--- src/rtl/splice_sched.sv ---
// splice_sched: two-requester round-robin scheduler in front of a shared,
// fixed-latency splice resource. One operation is in flight at a time.
module splice_sched #(
  parameter int unsigned LATENCY = 2
) (
  input  logic        clk,
  input  logic        rst,
  input  logic        req0_valid,
  input  logic        req1_valid,
  input  logic [7:0]  req0_data,
  input  logic [7:0]  req1_data,
  output logic        req0_ready,
  output logic        req1_ready,
  output logic [7:0]  res_i,
  input  logic [7:0]  res_o,
  output logic        rsp0_valid,
  output logic        rsp1_valid,
  output logic [7:0]  rsp_data,
  output logic        busy,
  output logic [15:0] op_count
);

  typedef enum logic [1:0] {IDLE, RUN, RESP} state_t;

  localparam logic [3:0] LAT4 = 4'(LATENCY);

  state_t      state_q;
  logic        ptr_q;
  logic [3:0]  cnt_q;
  logic [7:0]  opnd_q;
  logic        id_q;
  logic [3:0]  res_q;
  logic [15:0] op_count_q;

  logic        gnt0;
  logic        gnt1;
  logic        unused_res_hi;

  // Only the low nibble of the resource result reaches the response.
  assign unused_res_hi = ^res_o[7:4];

  // Grant decode: a lone requester wins outright, contention follows the pointer.
  always_comb begin
    gnt0 = 1'b0;
    gnt1 = 1'b0;
    if (!rst && state_q == IDLE) begin
      gnt0 = req0_valid && (!req1_valid || !ptr_q);
      gnt1 = req1_valid && (!req0_valid ||  ptr_q);
    end
  end

  // Output decode; everything is forced quiet while reset is held.
  always_comb begin
    req0_ready = gnt0;
    req1_ready = gnt1;
    busy       = !rst && (state_q != IDLE);
    res_i      = (!rst && state_q == RUN) ? opnd_q : '0;
    rsp0_valid = !rst && (state_q == RESP) && !id_q;
    rsp1_valid = !rst && (state_q == RESP) &&  id_q;
    rsp_data   = (!rst && state_q == RESP) ? {opnd_q[7:4], res_q} : '0;
    op_count   = op_count_q;
  end

  // Sequencer: capture on grant, hold operand for LATENCY cycles, respond once.
  always_ff @(posedge clk) begin
    if (rst) begin
      state_q    <= IDLE;
      ptr_q      <= 1'b0;
      cnt_q      <= '0;
      opnd_q     <= '0;
      id_q       <= 1'b0;
      res_q      <= '0;
      op_count_q <= '0;
    end else begin
      case (state_q)
        IDLE: begin
          if (gnt0 || gnt1) begin
            opnd_q  <= gnt1 ? req1_data : req0_data;
            id_q    <= gnt1;
            ptr_q   <= gnt0;
            cnt_q   <= LAT4;
            state_q <= RUN;
          end
        end
        RUN: begin
          if (cnt_q == 4'd1) begin
            res_q   <= res_o[3:0];
            cnt_q   <= '0;
            state_q <= RESP;
          end else begin
            cnt_q <= cnt_q - 4'd1;
          end
        end
        RESP: begin
          op_count_q <= op_count_q + 16'd1;
          state_q    <= IDLE;
        end
        default: state_q <= IDLE;
      endcase
    end
  end

endmodule

--- config.mk ---
export PLATFORM = sky130hd
export DESIGN_NAME = splice_sched
export DESIGN_NICKNAME = d
export VERILOG_FILES = /design/src/rtl/splice_sched.sv
export SDC_FILE = /design/constraint.sdc
export NUM_CORES = 1
export LEC_CHECK = 0
export CAP_MARGIN = 20
export CORE_ASPECT_RATIO = 1.75
export CORE_UTILIZATION = 56
export DETAILED_ROUTE_END_ITERATION = 8
export DONT_BUFFER_PORTS = 1
export GPL_TIMING_DRIVEN = 0
export HOLD_SLACK_MARGIN = 0.06
export MAX_ROUTING_LAYER = met4
export PLACE_DENSITY = 0.77
export SYNTH_ARGS = -nofsm -noshare
export SYNTH_HDL_FRONTEND = slang
export SYNTH_SLANG_ARGS = --single-unit
export TNS_END_PERCENT = 1
--- constraint.sdc ---
create_clock -name clk -period 1.4 [get_ports clk]
set_input_delay 0.07 -clock clk [delete_from_list [all_inputs] [get_ports clk]]
set_output_delay 0.07 -clock clk [all_outputs]
set_load 0.005 [all_outputs]
==> run_results.csv, run 1 <==
group,metric,value,unit
run_status,outcome,"finished, violations left",
run_status,violations,"negative setup slack",
critical_path,cp_top_family,"simple AND/OR/NAND/NOR gates",
worst_hold_path,hold_class,"input port to register",
routing,top_layer,"met4",
grt,grt_overflow,0,
logic_synthesis,syn_nets,242,
critical_path,crit_path_end_kind,"register",
sta,layout_setup_ws,-0.0606,ns
critical_path,crit_fanout,8,
sta,slew_headroom,55.8,%
critical_path,rrSetupSlack,-0.06,ns
clock_network,cts_max_level,2,
logic_synthesis,syn-cell-area,1760,um^2
clock_network,clk_latency,0.30,ns
sta,hold_viol,0,
critical_path,start_kind,"register",
sta,max_freq,0.685,GHz
grt,grt_pass1_vias,1742,
logic_synthesis,async_reset_ff_share,0,%
clock_network,cts_num_sinks,36,
cells_and_area,drive_above_1_share,26.5,%
routing,viasPerCell,6.02,
grt,grt_max_degree,12,
critical_path,crit_buf_inv,1,
sta,tightest_slew,0.663,ns
cells_and_area,nets,279,
routing,drt_iter0_markers,49,
floorplan,initial_core_util,59.5,%
critical_path,path_cells,"nor3_4 > and2_4 > buf_8 > nor2_1 > a311oi_2",
logic_synthesis,yosys-top-cells-area,"dfxtp_1, and3_1, nand2_1",
power,power.leakage,0.950,nW
critical_path,worstPathRequired,1.60,ns
clock_network,clockBufferDepth,2,
routing,dr_wl_met2,3180,um
sta,fin_hold_ws,0.0907,ns
placement,dp_cells,253,
critical_path,r2r_end,"opnd_q[5]",
logic_synthesis,synth_edf_count,0,
routing,drt-pass1-iter-count,4,
critical_path,crit_path_end,"opnd_q[5]",
cells_and_area,layout.cells.non_filler,291,
clock_network,clk_pin_slew,0.07,ns
sta,finClkSkew,0.00600,ns
routing,drt-wirelength-per-cell,18.7,um
grt,grt_first_pass_wirelength,7540,um
floorplan,top_level_ports,65,
floorplan,core,2960,um^2
floorplan,die_x,44.4,um
sta,finalCritPeriodShare,104,%
cells_and_area,final_area,2380,um^2
floorplan,die_y,76.2,um
logic_synthesis,syn-mean-instance-area,8.35,um^2
routing,wl_met3,313,um
placement,placed_area,1820,um^2
sta,maxSlewViolCount,0,
sta,period_minus_slack,1.46,ns
cells_and_area,antenna_cells,0,
clock_network,cts_buffers,5,
routing,vias,1752,
logic_synthesis,ys_warn_count,0,
floorplan,rows,26,
placement,gp_congestion,0.885,
critical_path,crit_path_top_delay_cell,"dfxtp_4",
logic_synthesis,ys_seq_elements,36,
placement,place_hpwl,2960,um
placement,io_buffers,0,
critical_path,ff2ff_path_depth,5,
logic_synthesis,yosys_most_used_dff,"dfxtp_1",
power,vdd_drop_max,770,uV
logic_synthesis,yosysMostFrequentCell,"dfxtp_1",
clock_network,root_buffer,"clkbuf_8",
logic_synthesis,synth.top_cell.area_share,40.9,%
clock_network,cts_tree,"yes",
cells_and_area,area_growth,35.2,%
sta,rsz0062_at_grt,"true",
grt,grt_use_total,30.5,%
critical_path,cp.arrival,1.66,ns
critical_path,crit_type,"register to register",
grt,grt_antenna_before_repair,0,
logic_synthesis,netlist_instances,211,
floorplan,die-area,3380,um^2
routing,routed_wl,5430,um
sta,finalSetupViolCount,12,
power,p_per_area,934,nW/um^2
critical_path,reg2reg_from,"state_q[0]",
routing,postRouteAntennaNets,0,
logic_synthesis,yosys-top-cells-count,"dfxtp_1, nand2_1, nor2_1",
routing,drc,0,
logic_synthesis,yosysUniqueCellTypes,38,
job,maxCapViolations,0,
critical_path,startpoint,"state_q[0]",
critical_path,cp.depth,5,
logic_synthesis,synth.largest_area_cell,"dfxtp_1",
critical_path,slowest_delay,0.39,ns
logic_synthesis,yosysSeqAreaShare,40.9,%
routing,wl_met1,1790,um
-- sequential cells by signal, summed over array words and instances (netlist names) --
signal	flops
res_q	4
cnt_q	4
id_q	1
op_count	16
ptr_q	1
opnd_q	8
state_q	2
-- layout by cell type, fill, tap and decap left out, types with 6 or more instances in the layout --
cell	n
nor2_1	25
a21oi_1	9
nand3_1	7
dfxtp_1	22
dfxtp_4	6
buf_4	8
dlygate4sd3_1	20
clkbuf_1	6
dfxtp_2	8
nand2_1	29
xor2_1	11
and3_1	19
-- through the flow --
stage / util, % / setup TNS [ns] / worst slack (ns) / power (W)
finish: 80.5 / -0.295 / -0.0606 / 0.00222
floorplan: - / -0.00325 / -0.00325 / 0.00130
detailed placement: 61.6 / -1.21 / -0.132 / 0.00136
global placement: 61.6 / -0.546 / -0.103 / 0.00135
global route: 80.5 / -1.36 / -0.0940 / 0.00231
CTS: 74.3 / -0.437 / -0.0567 / 0.00213
-- per-layer routing --
layer  GRT usage, %  vias to the layer above
met1           27.1                      845
met5              -                        -
met4           13.9                        0
met2           57.1                       85
li1               -                      806
met3           6.16                       16
-- worst register-to-register path: cells and delay by family, from the launching register on --
kind	cells	cell delay (ns)
and+or+nand+nor	3	0.59
DFF	1	0.39
buffers and inverters	1	0.13
AOI/OAI and AO/OA	1	0.27
-- worst min-delay path by stage --
| stage | startpoint | end | cells past startpoint |
|---|---|---|---|
| after floorplan | res_o[0] | res_q[0] | 2 |
| after global placement | res_o[3] | res_q[3] | 2 |
| after global routing | rst | cnt_q[1] | 2 |
| final | rst | cnt_q[1] | 2 |
| after detailed placement | res_o[1] | res_q[1] | 2 |
| after CTS | rst | opnd_q[1] | 2 |
-- cell families (layout without fill, tap and decap cells) --
| group | Yosys count | in the layout | synth area share (%) |
|---|---|---|---|
| AO/OA/AOI/OAI | 28 | 28 | 10.9 |
| XOR/XNOR | 12 | 12 | 5.97 |
| adder cells (fa/ha/maj) | 3 | 3 | 2.13 |
| buffers and inverters | 18 | 56 | 5.18 |
| flip-flops | 36 | 36 | 40.9 |
| multiplexers | 1 | 1 | 0.568 |
| AND/OR/NAND/NOR | 113 | 113 | 34.4 |
-- layout make-up --
cell class	count	area, um^2
fill	186	578
clock buffer	7	76.3
timing repair buffer	30	292
timing repair inverter	1	5.00
tap	42	52.6
sequential	36	753
multi-input combinational	157	1090
inverter	5	22.5
clock inverter	1	5.00
buffer	12	88.8
-- power by group --
| group | leakage (nW) | internal, W | switching (W) | total, W |
|---|---|---|---|---|
| Sequential | 0.301 | 0.00106 | 0.0000509 | 0.00111 |
| Combinational | 0.606 | 0.000193 | 0.000193 | 0.000387 |
| Clock | 0.0422 | 0.000349 | 0.000373 | 0.000722 |
| Total | 0.950 | 0.00161 | 0.000618 | 0.00222 |
-- timing repair --
item | 4_1_cts | 5_1_grt
gates cloned | 0 | 1
hold buffers | 20 | 0
pin swaps | 5 | 9
endpoints found under the setup margin | 36 | 34
buffers inserted | 2 | 8
hold endpoints to repair | 12 | 0
gates resized for setup | 25 | 33
Note: power is estimated with default switching activity, not from simulation.
==> inputs of run 2 (changes only) <==
--- a/config.mk
+++ b/config.mk
@@ -6,7 +6,8 @@
 export NUM_CORES = 1
 export LEC_CHECK = 0
 export CAP_MARGIN = 20
-export CORE_ASPECT_RATIO = 1.75
+export CORE_ASPECT_RATIO = 0.8
+export CORE_MARGIN = 2
 export CORE_UTILIZATION = 56
 export DETAILED_ROUTE_END_ITERATION = 8
 export DONT_BUFFER_PORTS = 1
==> run_results.csv, run 2 (synthesis results as in run 1) <==
group,metric,value,unit
critical_path,crit_path_top_delay_cell,"dfxtp_4",
clock_network,root_buffer,"clkbuf_8",
placement,place_ws,-0.146,ns
routing,drt_iter0_markers,118,
placement,gp_congestion,0.878,
cells_and_area,multi_input_area,1020,um^2
cells_and_area,utilization,74.8,%
cells_and_area,antenna_cells,0,
sta,maxSlewViolCount,0,
critical_path,crit_fanout,7,
routing,vias,1686,
run_status,outcome,"finished, violations left",
floorplan,die-area,3610,um^2
cells_and_area,layout.cells.non_filler,284,
cells_and_area,largest_reg_flops,16,
critical_path,crit_buf_inv,0,
placement,dp_cells,251,
sta,tns,-0.222,ns
job,maxCapViolations,0,
power,finalPower,0.00219,W
critical_path,cp_top_family,"simple AND/OR/NAND/NOR gates",
floorplan,initial_core_util,57.9,%
power,vdd_drop_max,672,uV
routing,routed_wl,4770,um
critical_path,crit_type,"register to register",
sta,finalCritPeriodShare,105,%
worst_hold_path,hold_class,"input port to register",
grt,grt_first_pass_wirelength,6670,um
placement,io_buffers,0,
routing,viasPerCell,5.94,
sta,slew_headroom,64.5,%
clock_network,clk_pin_slew,0.07,ns
power,power.leakage,0.928,nW
cells_and_area,fill_cells,209,
cells_and_area,area_growth,29.0,%
routing,postRouteAntennaNets,0,
cells_and_area,drive_above_1_share,21.7,%
clock_network,cts_buffers,5,
sta,tightest_slew,0.532,ns
grt,grt_overflow,0,
floorplan,die_x,66.7,um
sta,rsz0062_at_grt,"true",
cells_and_area,final_cell_mix,"nand2_1, nor2_1, dfxtp_1",
clock_network,cts_num_sinks,36,
sta,finClkSkew,0.00720,ns
grt,grt_pass1_vias,1450,
cells_and_area,layout.area.seq,753,um^2
clock_network,clk_latency,0.29,ns
floorplan,core,3040,um^2
routing,drc,0,
clock_network,clockBufferDepth,2,
critical_path,worstPathRequired,1.62,ns
sta,max_freq,0.680,GHz
sta,layout_setup_ws,-0.0707,ns
grt,grt_max_degree,12,
clock_network,cts_max_level,2,
critical_path,slowest_delay,0.41,ns
clock_network,cts_tree,"yes",
critical_path,rrSetupSlack,-0.07,ns
sta,finalSetupViolCount,12,
run_status,violations,"negative setup slack",
placement,place_hpwl,2910,um
cells_and_area,final_common_cell,"nand2_1",
floorplan,die_y,54.2,um
floorplan,rows,18,
routing,drt-pass1-iter-count,4,
power,p_per_area,964,nW/um^2
floorplan,top_level_ports,65,
routing,drt-wirelength-per-cell,16.8,um
critical_path,path_cells,"ha_4 > and4b_4 > nand4_4 > or3_4 > a21oi_2",
critical_path,crit_path_end_kind,"register",
cells_and_area,nets,274,
critical_path,cp.arrival,1.69,ns
grt,grt_use_total,25.9,%
sta,hold_viol,0,
critical_path,start_kind,"register",
grt,grt_antenna_before_repair,0,
sta,period_minus_slack,1.47,ns
[run 2: metrics by stage]
stage | hold slack [ns] | cell area, um^2
2_1_floorplan | 0.217 | 1770
3_3_place_gp | 0.227 | 1820
3_5_place_dp | 0.236 | 1820
4_1_cts | 0.0722 | 2200
5_1_grt | 0.0904 | 2270
6_report | 0.0940 | 2270
[run 2: per-layer routing]
| metal | up-vias | track usage, % | part of all wire (%) |
|---|---|---|---|
| met5 | - | - | 0 |
| met4 | 0 | 7.14 | 1.1 |
| met3 | 5 | 7.74 | 6.8 |
| met2 | 72 | 43.3 | 49 |
| met1 | 807 | 30.8 | 43 |
| li1 | 802 | - | - |
[run 2: layout make-up]
cell class | instances | area share, %
Clock buffer | 6 | 3.63
Buffer | 13 | 4.40
Sequential cell | 36 | 33.1
Multi-Input combinational cell | 157 | 44.9
Tap cell | 40 | 2.20
Timing Repair Buffer | 25 | 10.5
Inverter | 5 | 0.881
Clock inverter | 2 | 0.440
[run 2: final timing paths]
check | start | endpoint | depth (start not counted)
hold reg to reg | res_q[1] | res_q[1] | 2
hold / removal | rst | opnd_q[1] | 2
setup / recovery | op_count[0] | op_count[14] | 5
setup reg to reg | op_count[0] | op_count[14] | 5
[run 2: timing repair]
action | 4_1_cts | 5_1_grt
hold endpoints to repair | 12 | 0
pin swaps | 4 | 2
hold buffers | 20 | 0
gates resized for setup | 26 | 17
setup buffers | 2 | 3
endpoints found under the setup margin | 35 | 38
[run 2: report_power, final]
part	internal, W	total (W)	switching [W]	leakage (nW)
Combinational	0.000158	0.000328	0.000170	0.577
Clock	0.000392	0.000757	0.000364	0.0510
Sequential	0.00106	0.00111	0.0000464	0.301
